$ cat src/rtl/calc_pkg.sv
// calc_pkg: shared constants, types and byte helpers for the calculator UART reporter.
// Contents: SYNC_BYTE, FRAME_BYTES, header bit positions, tx_state_t, calc_state_t,
// hdr_byte()/frame_byte() which build the four frame bytes from a snapshot.
// Optional feature macro CALC_UART_PARITY_EN is consumed by uart_tx_byte.
package calc_pkg;

    localparam logic [7:0] SYNC_BYTE   = 8'hA5;
    localparam int         FRAME_BYTES = 4;

    localparam int HDR_MODE_LSB = 6;
    localparam int HDR_OP_LSB   = 4;
    localparam int HDR_OVF_BIT  = 3;

    typedef enum logic [2:0] {IDLE, START, DATA, STOP, PARITY} tx_state_t;

    typedef struct packed {
        logic [1:0] mode;
        logic [1:0] op;
        logic       ovf;
        logic [7:0] result;
    } calc_state_t;

    function automatic logic [7:0] hdr_byte(input calc_state_t s);
        hdr_byte = 8'h00;
        hdr_byte[HDR_MODE_LSB +: 2] = s.mode;
        hdr_byte[HDR_OP_LSB +: 2]   = s.op;
        hdr_byte[HDR_OVF_BIT]       = s.ovf;
    endfunction

    function automatic logic [7:0] frame_byte(input logic [1:0] idx, input calc_state_t s);
        frame_byte = (idx == 2'd0) ? SYNC_BYTE :
                     (idx == 2'd1) ? hdr_byte(s) :
                     (idx == 2'd2) ? s.result :
                                     SYNC_BYTE ^ hdr_byte(s) ^ s.result;
    endfunction

endpackage

$ cat src/rtl/uart_tx_byte.sv
// uart_tx_byte: serialises one byte per start/done handshake (start, 8 data LSB first, stop).
// Ports: clk, rst_n (async active-low), start (load data and begin), data[7:0],
//        tx (serial line, idle high), done (pulse in the last cycle of the stop bit).
// A start accepted together with done chains the next byte with no idle gap.
// CALC_UART_PARITY_EN: inserts an even-parity bit between data bit 7 and stop.
module uart_tx_byte
    import calc_pkg::*;
#(
    parameter int CLKS_PER_BIT = 434
) (
    input  logic       clk,
    input  logic       rst_n,
    input  logic       start,
    input  logic [7:0] data,
    output logic       tx,
    output logic       done
);

    localparam int BW = (CLKS_PER_BIT > 1) ? $clog2(CLKS_PER_BIT) : 1;

    tx_state_t   state;
    logic [BW-1:0] baud;
    logic [2:0]  bit_cnt;
    logic [7:0]  shift;
    logic        tick;

    always_comb begin
        tick = baud == BW'(CLKS_PER_BIT - 1);
        done = (state == STOP) && tick;
        tx   = (state == START) ? 1'b0 :
               (state == DATA)  ? shift[bit_cnt] :
`ifdef CALC_UART_PARITY_EN
               (state == PARITY) ? ^shift :
`endif
               1'b1;
    end

    always_ff @(posedge clk or negedge rst_n) begin
        if (!rst_n) begin
            state   <= IDLE;
            baud    <= '0;
            bit_cnt <= '0;
            shift   <= '0;
        end else begin
            baud <= (state == IDLE || tick) ? '0 : baud + BW'(1);
            case (state)
                IDLE: if (start) begin
                    state <= START;
                    shift <= data;
                end
                START: if (tick) begin
                    state   <= DATA;
                    bit_cnt <= '0;
                end
                DATA: if (tick) begin
                    bit_cnt <= bit_cnt + 3'd1;
`ifdef CALC_UART_PARITY_EN
                    if (bit_cnt == 3'd7) state <= PARITY;
`else
                    if (bit_cnt == 3'd7) state <= STOP;
`endif
                end
`ifdef CALC_UART_PARITY_EN
                PARITY: if (tick) state <= STOP;
`endif
                STOP: if (tick) begin
                    state <= start ? START : IDLE;
                    if (start) shift <= data;
                end
                default: state <= IDLE;
            endcase
        end
    end

endmodule

$ cat src/rtl/calc_uart_reporter.sv
// calc_uart_reporter: reports the displayed calculator state to a host as a 4-byte UART frame.
// Frame: A5, {MODE,OPERATION,OVERFLOW,3'b000}, RESULT, XOR checksum of the three.
// Ports: CLK, RESET_N (async active-low), RESULT[7:0], MODE[1:0], OPERATION[1:0], OVERFLOW,
//        SEND (force a frame), TX (idle high), BUSY (frame in flight), FRAME_DONE (end pulse).
// A frame is sent after reset, on SEND, and whenever the inputs differ from the last snapshot.
// CALC_UART_PARITY_EN: adds an even-parity bit per byte (see uart_tx_byte).
module calc_uart_reporter
    import calc_pkg::*;
#(
    parameter int CLK_HZ       = 50_000_000,
    parameter int BAUD         = 115200,
    parameter int CLKS_PER_BIT = CLK_HZ / BAUD
) (
    input  logic       CLK,
    input  logic       RESET_N,
    input  logic [7:0] RESULT,
    input  logic [1:0] MODE,
    input  logic [1:0] OPERATION,
    input  logic       OVERFLOW,
    input  logic       SEND,
    output logic       TX,
    output logic       BUSY,
    output logic       FRAME_DONE
);

    calc_state_t cur, snap;
    logic        pending, busy, done, last, launch, byte_start;
    logic [1:0]  idx;
    logic [7:0]  byte_data;

    always_comb begin
        cur        = {MODE, OPERATION, OVERFLOW, RESULT};
        last       = idx == 2'(FRAME_BYTES - 1);
        launch     = !busy && pending;
        byte_start = launch || (done && !last);
        // SYNC needs no snapshot, so it can go out on the same edge the snapshot loads
        byte_data  = launch ? SYNC_BYTE : frame_byte(idx + 2'd1, snap);
        FRAME_DONE = done && last;
        BUSY       = busy;
    end

    always_ff @(posedge CLK or negedge RESET_N) begin
        if (!RESET_N) begin
            busy    <= 1'b0;
            pending <= 1'b1;
            snap    <= '0;
            idx     <= '0;
        end else if (launch) begin
            busy    <= 1'b1;
            pending <= 1'b0;
            snap    <= cur;
            idx     <= '0;
        end else begin
            if (done && last) busy <= 1'b0;
            if (done && !last) idx <= idx + 2'd1;
            if (SEND || cur != snap) pending <= 1'b1;
        end
    end

    uart_tx_byte #(.CLKS_PER_BIT(CLKS_PER_BIT)) u_tx (
        .clk   (CLK),
        .rst_n (RESET_N),
        .start (byte_start),
        .data  (byte_data),
        .tx    (TX),
        .done  (done)
    );

endmodule

$ cat config.mk
export PLATFORM = sky130hd
export DESIGN_NAME = calc_uart_reporter
export DESIGN_NICKNAME = d
export VERILOG_FILES = /design/src/rtl/calc_pkg.sv /design/src/rtl/uart_tx_byte.sv /design/src/rtl/calc_uart_reporter.sv
export SDC_FILE = /design/constraint.sdc
export NUM_CORES = 1
export LEC_CHECK = 0
export ABC_AREA = 0
export CAP_MARGIN = 10
export CORE_MARGIN = 2
export CORE_UTILIZATION = 50
export CTS_BUF_LIST = sky130_fd_sc_hd__clkbuf_4
export CTS_CLUSTER_SIZE = 10
export DETAILED_ROUTE_END_ITERATION = 10
export PLACE_DENSITY = 0.73
export RECOVER_POWER = 100
export SLEW_MARGIN = 20
export SYNTH_ARGS = -nofsm -noshare
export SYNTH_HDL_FRONTEND = slang
export SYNTH_SLANG_ARGS = --single-unit
export TNS_END_PERCENT = 30
$ cat constraint.sdc
create_clock -name CLK -period 1.6 [get_ports CLK]
set_clock_uncertainty 0.05 [all_clocks]
set_input_delay 0.32 -clock CLK [delete_from_list [all_inputs] [get_ports CLK]]
set_output_delay 0.32 -clock CLK [all_outputs]
set_load 0.005 [all_outputs]
# ---- After elaboration in Yosys (flattened, before gate mapping)
# Cells that the tools add are included.
dict set report word_totals {
  romBits 0
  latchBits 0
  out_inout_bits 3
  reg_bits 40
  n_memories 0
  ramBits 0
  in_bits 16
  word_cells 78
}
dict set report op_classes {
  reduce_logical 19
  n_bitwise 2
  n_eq_ne 14
  add_sub_neg 3
  n_lt_le_gt_ge 1
  shifts 0
  mux 28
  n_div 0
  multipliers 0
}
# op count
set ops {}
lappend ops {{$mux 8} 6}
lappend ops {{$mux 3} 7}
lappend ops {{$pmux 8 s2} 1}
lappend ops {{$ne 13x13->1} 1}
lappend ops {{$pmux 3 s4} 1}
lappend ops {{$reduce_bool 2->1} 5}
lappend ops {{$add 9x1->9 const B} 1}
lappend ops {{$eq 9x9->1 const B} 1}
lappend ops {{$mux 9} 1}
lappend ops {{$mux 1} 8}
lappend ops {{$ne 2x1->1 const B} 4}
lappend ops {{$xor 8x8->8} 1}
lappend ops {{$eq 3x2->1 const B} 2}
lappend ops {{$pmux 3 s2} 1}
lappend ops {{$reduce_and 5->1} 1}
lappend ops {{$eq 2x2->1 const B} 2}
lappend ops {{$logic_and 1x1->1} 4}
lappend ops {{$lt 3x4->1 const B} 1}
lappend ops {{$mux 2} 2}
lappend ops {{$not 4->4} 1}
lappend ops {{$add 3x1->3 const B} 1}
lappend ops {{$bmux 1 s3} 1}
lappend ops {{$eq 3x1->1 const B} 1}
lappend ops {{$eq 3x3->1 const B} 1}
lappend ops {{other kinds (9)} 12}

# ---- Depth between registers and ports, before layout
dict set report logic_depth {
  depth_word 9
  depth_mapped 7
  ltp_nobuf 6
}

# ---- Cells and area by module
# From an unflattened synthesis, not the netlist that was laid out.
dict set report hier_totals {
  hier_cells 250
  area_unflattened_um2 2446.1
}
# module seq_area_each_um2 cells_per_inst area_per_inst_um2 n_inst
set modules_own_cells {}
lappend modules_own_cells {uart_tx_byte 550.5 148 1395.1 1}
lappend modules_own_cells {calc_uart_reporter 426.7 102 1051.0 1}

# ---- Least setup slack after synthesis
# Ideal clock, no wire load.
dict set report synth_timing {
  path_kind {flip-flop to flip-flop}
  from {register u_tx.baud[1]}
  to {register u_tx.bit_cnt[0]}
  setup_ns 0.121
  arrival_ns 1.578
  slack_ns -0.149
  path_stages_with_launch 7
  period_less_slack_ns 1.749
  path_cell_list {dfrtp_1 > inv_1 > ha_1 > nand4b_1 > nor2_1 > mux2_2 > a22o_1}
}
dict set report synth_via {
  elab_chain_cells 3
}
# item line_no
set synth_lines {}
lappend synth_lines {{from (decl)} uart_tx_byte.sv:22} ;# logic [BW-1:0] baud;
lappend synth_lines {{from (signal assigned)} uart_tx_byte.sv:45} ;# baud <= (state == IDLE || tick) ? '0 : baud + BW'(1);
lappend synth_lines {{$eq 9x9->1 (*)} uart_tx_byte.sv:28} ;# tick = baud == BW'(CLKS_PER_BIT - 1);
lappend synth_lines {{$ne 2x1->1 (no source line)} -}
lappend synth_lines {{$reduce_and 3->1 (no source line) (*)} -}
lappend synth_lines {{to (signal assigned)} uart_tx_byte.sv:56} ;# bit_cnt <= bit_cnt + 3'd1;
lappend synth_lines {{to (decl)} uart_tx_byte.sv:23} ;# logic [2:0] bit_cnt;
# Every way passes the cells marked *; elsewhere a longest branch is shown, timed or not.
# A chain may end at the register's enable or synchronous reset.

# ---- Final worst setup path
dict set report layout_timing {
  from {register u_tx.bit_cnt[1]}
  to {output port TX}
}
dict set report layout_via {
  elab_chain_cells 4
}
# item line_no
set layout_lines {}
lappend layout_lines {{$bmux 1 s3} uart_tx_byte.sv:31} ;# (state == DATA) ? shift[bit_cnt] :
lappend layout_lines {{$mux 1 (not written as such)} uart_tx_byte.sv:31}
lappend layout_lines {{$mux 1} uart_tx_byte.sv:31}
lappend layout_lines {{$mux 1} uart_tx_byte.sv:30} ;# tx = (state == START) ? 1'b0 :
lappend layout_lines {{to (decl)} calc_uart_reporter.sv:21} ;# output logic TX,
# No other way between the ends. The select of a mux whose other input is x is not followed.

==> flow_summary_export.csv <==
group,metric,value,unit
power,power,2.450,mW
timing,slew-limit-headroom,52.70,%
timing,period_needed,2.064,ns
synth,synth-async-reset-ratio,100.0,%
route,num_vias,1912,
power,p_leak,1.376,nW
route,drc,0,
synth,ys_seq_elements,39,
setup_path,cp_top_family,"multiplexers",
clock_network,cts_buffer_depth,2,
clock_network,cts.sinks,39,
setup_path,worstPathArrival,1.69,ns
placement,dp_hpwl,3.555,mm
setup_path,path_class,"register to output port",
floorplanning,fp.dieW,71.41,µm
timing,final_max_slew_viol_count,0,
finish,final_common_cell,"nand2_1",
finish,drive_gt1_share,30.59,%
finish,fillers,332,
synth,synth.avg_cell_area,9.669,µm²
setup_path,cp-end-kind,"output port",
synth,ys_warn_count,0,
grt,grt_usage,22.18,%
timing,setup_viol,16,
synth,ys_types,44,
setup_path,cp_max_fo,3,
route,postRouteAntennaNets,0,
grt,grt_pass1_vias,1887,
power,pwr-share-comb,33.6,%
finish,nets,330,
status,violations,"negative setup slack",
route,first_pass_iters,4,
synth,syn-num-nets,262,
setup_path,required,1.23,ns
setup_path,path_buf_inv,1,
power,ir_worst_vdd,0.0005133,V
grt,antenna_found_initial,0,
synth,ys.flop_type,"dfrtp_1",
grt,grt_max_degree,28,
timing,setup_ws,-0.4642,ns
timing,hold_viol,0,
floorplanning,fp.dieH,71.41,µm
timing,worstMarginPinSlew,0.7095,ns
setup_path,cp_slowest_cell,"mux4_2",
power,swShare,32.59,%
synth,syn_inst,235,
route,wire_per_inst,14.29,µm
setup_path,crit_chain,"mux4_2, mux2i_1, a21oi_1, buf_2",
power,power_frac_seq,45.8,%
floorplanning,rows,24,
route,vias_per_cell,5.371,
finish,area_growth_syn_to_layout,34.53,%
clock_network,cts-root-buf,"clkbuf_4",
floorplanning,dieArea,5099,µm²
run,drv_cap,0,
finish,finalCoreUtilization,70.20,%
power,clkPwrFrac,20.7,%
clock_network,clk_pin_slew_worst_paths,0.11,ns
placement,portBuffers,18,
setup_path,r2r_slack,-0.27,ns
synth,seq_area_frac_synth,43.01,%
floorplanning,start_util,52.18,%
setup_path,max_stage_delay,0.52,ns
floorplanning,io_pins,19,
route,routed_wl,5.086,mm
clock_network,cts_buffers,5,
grt,grt_pass1_wl,8.928,mm
floorplanning,core-area,4354,µm²
setup_path,start_kind,"register",
timing,fmax,484.5,MHz
finish,num_antenna_cells,0,
placement,gp_congestion,0.8105,
timing,finalCritPeriodShare,129.0,%
clock_network,cts_tree,"done",
min_path,min-delay-path-class,"input port to async pin",
clock_network,htree_levels,2,
power,powerDensity,801.5,nW/µm²
route,drt_iter0_markers,88,
power,power.internal,1.652,mW
clock_network,clk_latency,0.35,ns
synth,synth_edf_count,0,
status,status,"complete, but fails checks",
finish,final_cell_mix,"nand2_1, buf_4, dfrtp_1, clkdlybuf4s50_1, nor3_1",
power,switchingPower,0.7984,mW
grt,overflow,0,
timing,rsz0062_at_grt,"true",
synth,syn_area,2272,µm²
power groups by stage:
stage	Clock (mW)	Sequential, mW	Combinational, mW
CTS	0.517	1.12	0.796
finish	0.506	1.12	0.822
global placement	0	1.13	0.764
detailed placement	0	1.14	0.771
global route	0.559	1.13	0.912
floorplan	0	1.14	0.385
worst register-to-register path, cell delays in order, from the launching register on:
cell and delay [ns]:
dfrtp_1 0.39, inv_1 0.06, ha_2 0.16, nand4b_1 0.13, buf_4 0.17, nor2_4 0.07
buf_2 0.26, mux2_4 0.32, a22o_1 0.17
synthesized netlist by cell type (all sizes together) (3+ instances only):
master,n,area share [%]
nand2,45,7.4
dfrtp,38,42
nor3,14,3.1
ha,11,6.1
o21ai,11,2.6
xor2,11,4.2
nor2,10,1.7
xnor2,10,3.9
inv,9,1.5
a21oi,8,2.1
clkbuf,7,1.2
nand2b,7,2.3
buf,4,1.4
nor4,4,1.1
a21o,3,1.2
a22o,3,1.2
and3,3,0.88
nand3,3,0.66
nand3b,3,0.99
nor3b,3,0.99
logic make-up after synthesis:
group | synth area share [%]
buffers and inverters | 4.075
AO/OA/AOI/OAI | 13.22
XOR/XNOR | 8.094
adder cells (fa/ha/maj) | 6.057
AND/OR/NAND/NOR | 21.70
multiplexers | 3.854
flip-flops | 43.01
sequential cells by signal, indices dropped and copies added (netlist names):
signal / flops
u_tx.baud: 9
u_tx.bit_cnt: 3
pending: 1
u_tx.shift: 8
BUSY: 1
idx: 2
snap: 13
u_tx.state: 2
path summary, 6_finish.rpt:
check / from / endpoint / cells after the start
min: RESET_N / snap[9] / 2
max reg2reg: u_tx.baud[1] / u_tx.bit_cnt[0] / 8
min in group CLK: RESULT[2] / snap[2] / 3
max in group asynchronous: RESET_N / u_tx.baud[1] / 3
min reg2reg: u_tx.shift[1] / u_tx.shift[1] / 2
max: u_tx.bit_cnt[1] / TX / 4
through the flow:
step                      instances  instance area, µm²  setup slack, ns  hold slack [ns]  setup TNS [ns]
after global routing            356                3057          -0.5380           0.4959          -8.221
after global placement          339                2828          -0.3187           0.1905          -2.475
after CTS                       352                3015          -0.4721           0.3460          -3.412
after detailed placement        339                2828          -0.3959           0.1858          -2.904
after floorplan                 235                2283          -0.1258         -0.02559          -1.243
final                           356                3057          -0.4642           0.4706          -3.304
layout make-up:
class                      instances  area (µm²)  area share (%)
inverter                           9       33.78           1.105
clock buffer                       6       45.04           1.474
timing repair buffer              72       606.8           19.85
clock inverter                     2       7.507          0.2456
tap                               52       65.06           2.129
multi-input combinational        176        1321           43.23
sequential                        39       977.2           31.97
layer usage:
| layer | wire length [µm] | up-vias | global-route usage [%] |
|---|---|---|---|
| li1 | - | 948 | - |
| met1 | 2412 | 919 | 31.99 |
| met2 | 2422 | 38 | 34.67 |
| met3 | 185 | 7 | 3.797 |
| met4 | 65 | 0 | 6.289 |
| met5 | 0 | - | 0 |
repair_timing:
action | CTS | global route
hold buffers | 1 | 0
gates resized for setup | 35 | 8
hold endpoints to repair | 11 | 0
cloned | 1 | 0
setup endpoints to repair | 17 | 18
pin swaps | 7 | 4
buffers inserted | 4 | 4
Note: power is estimated with default switching activity, not from simulation.
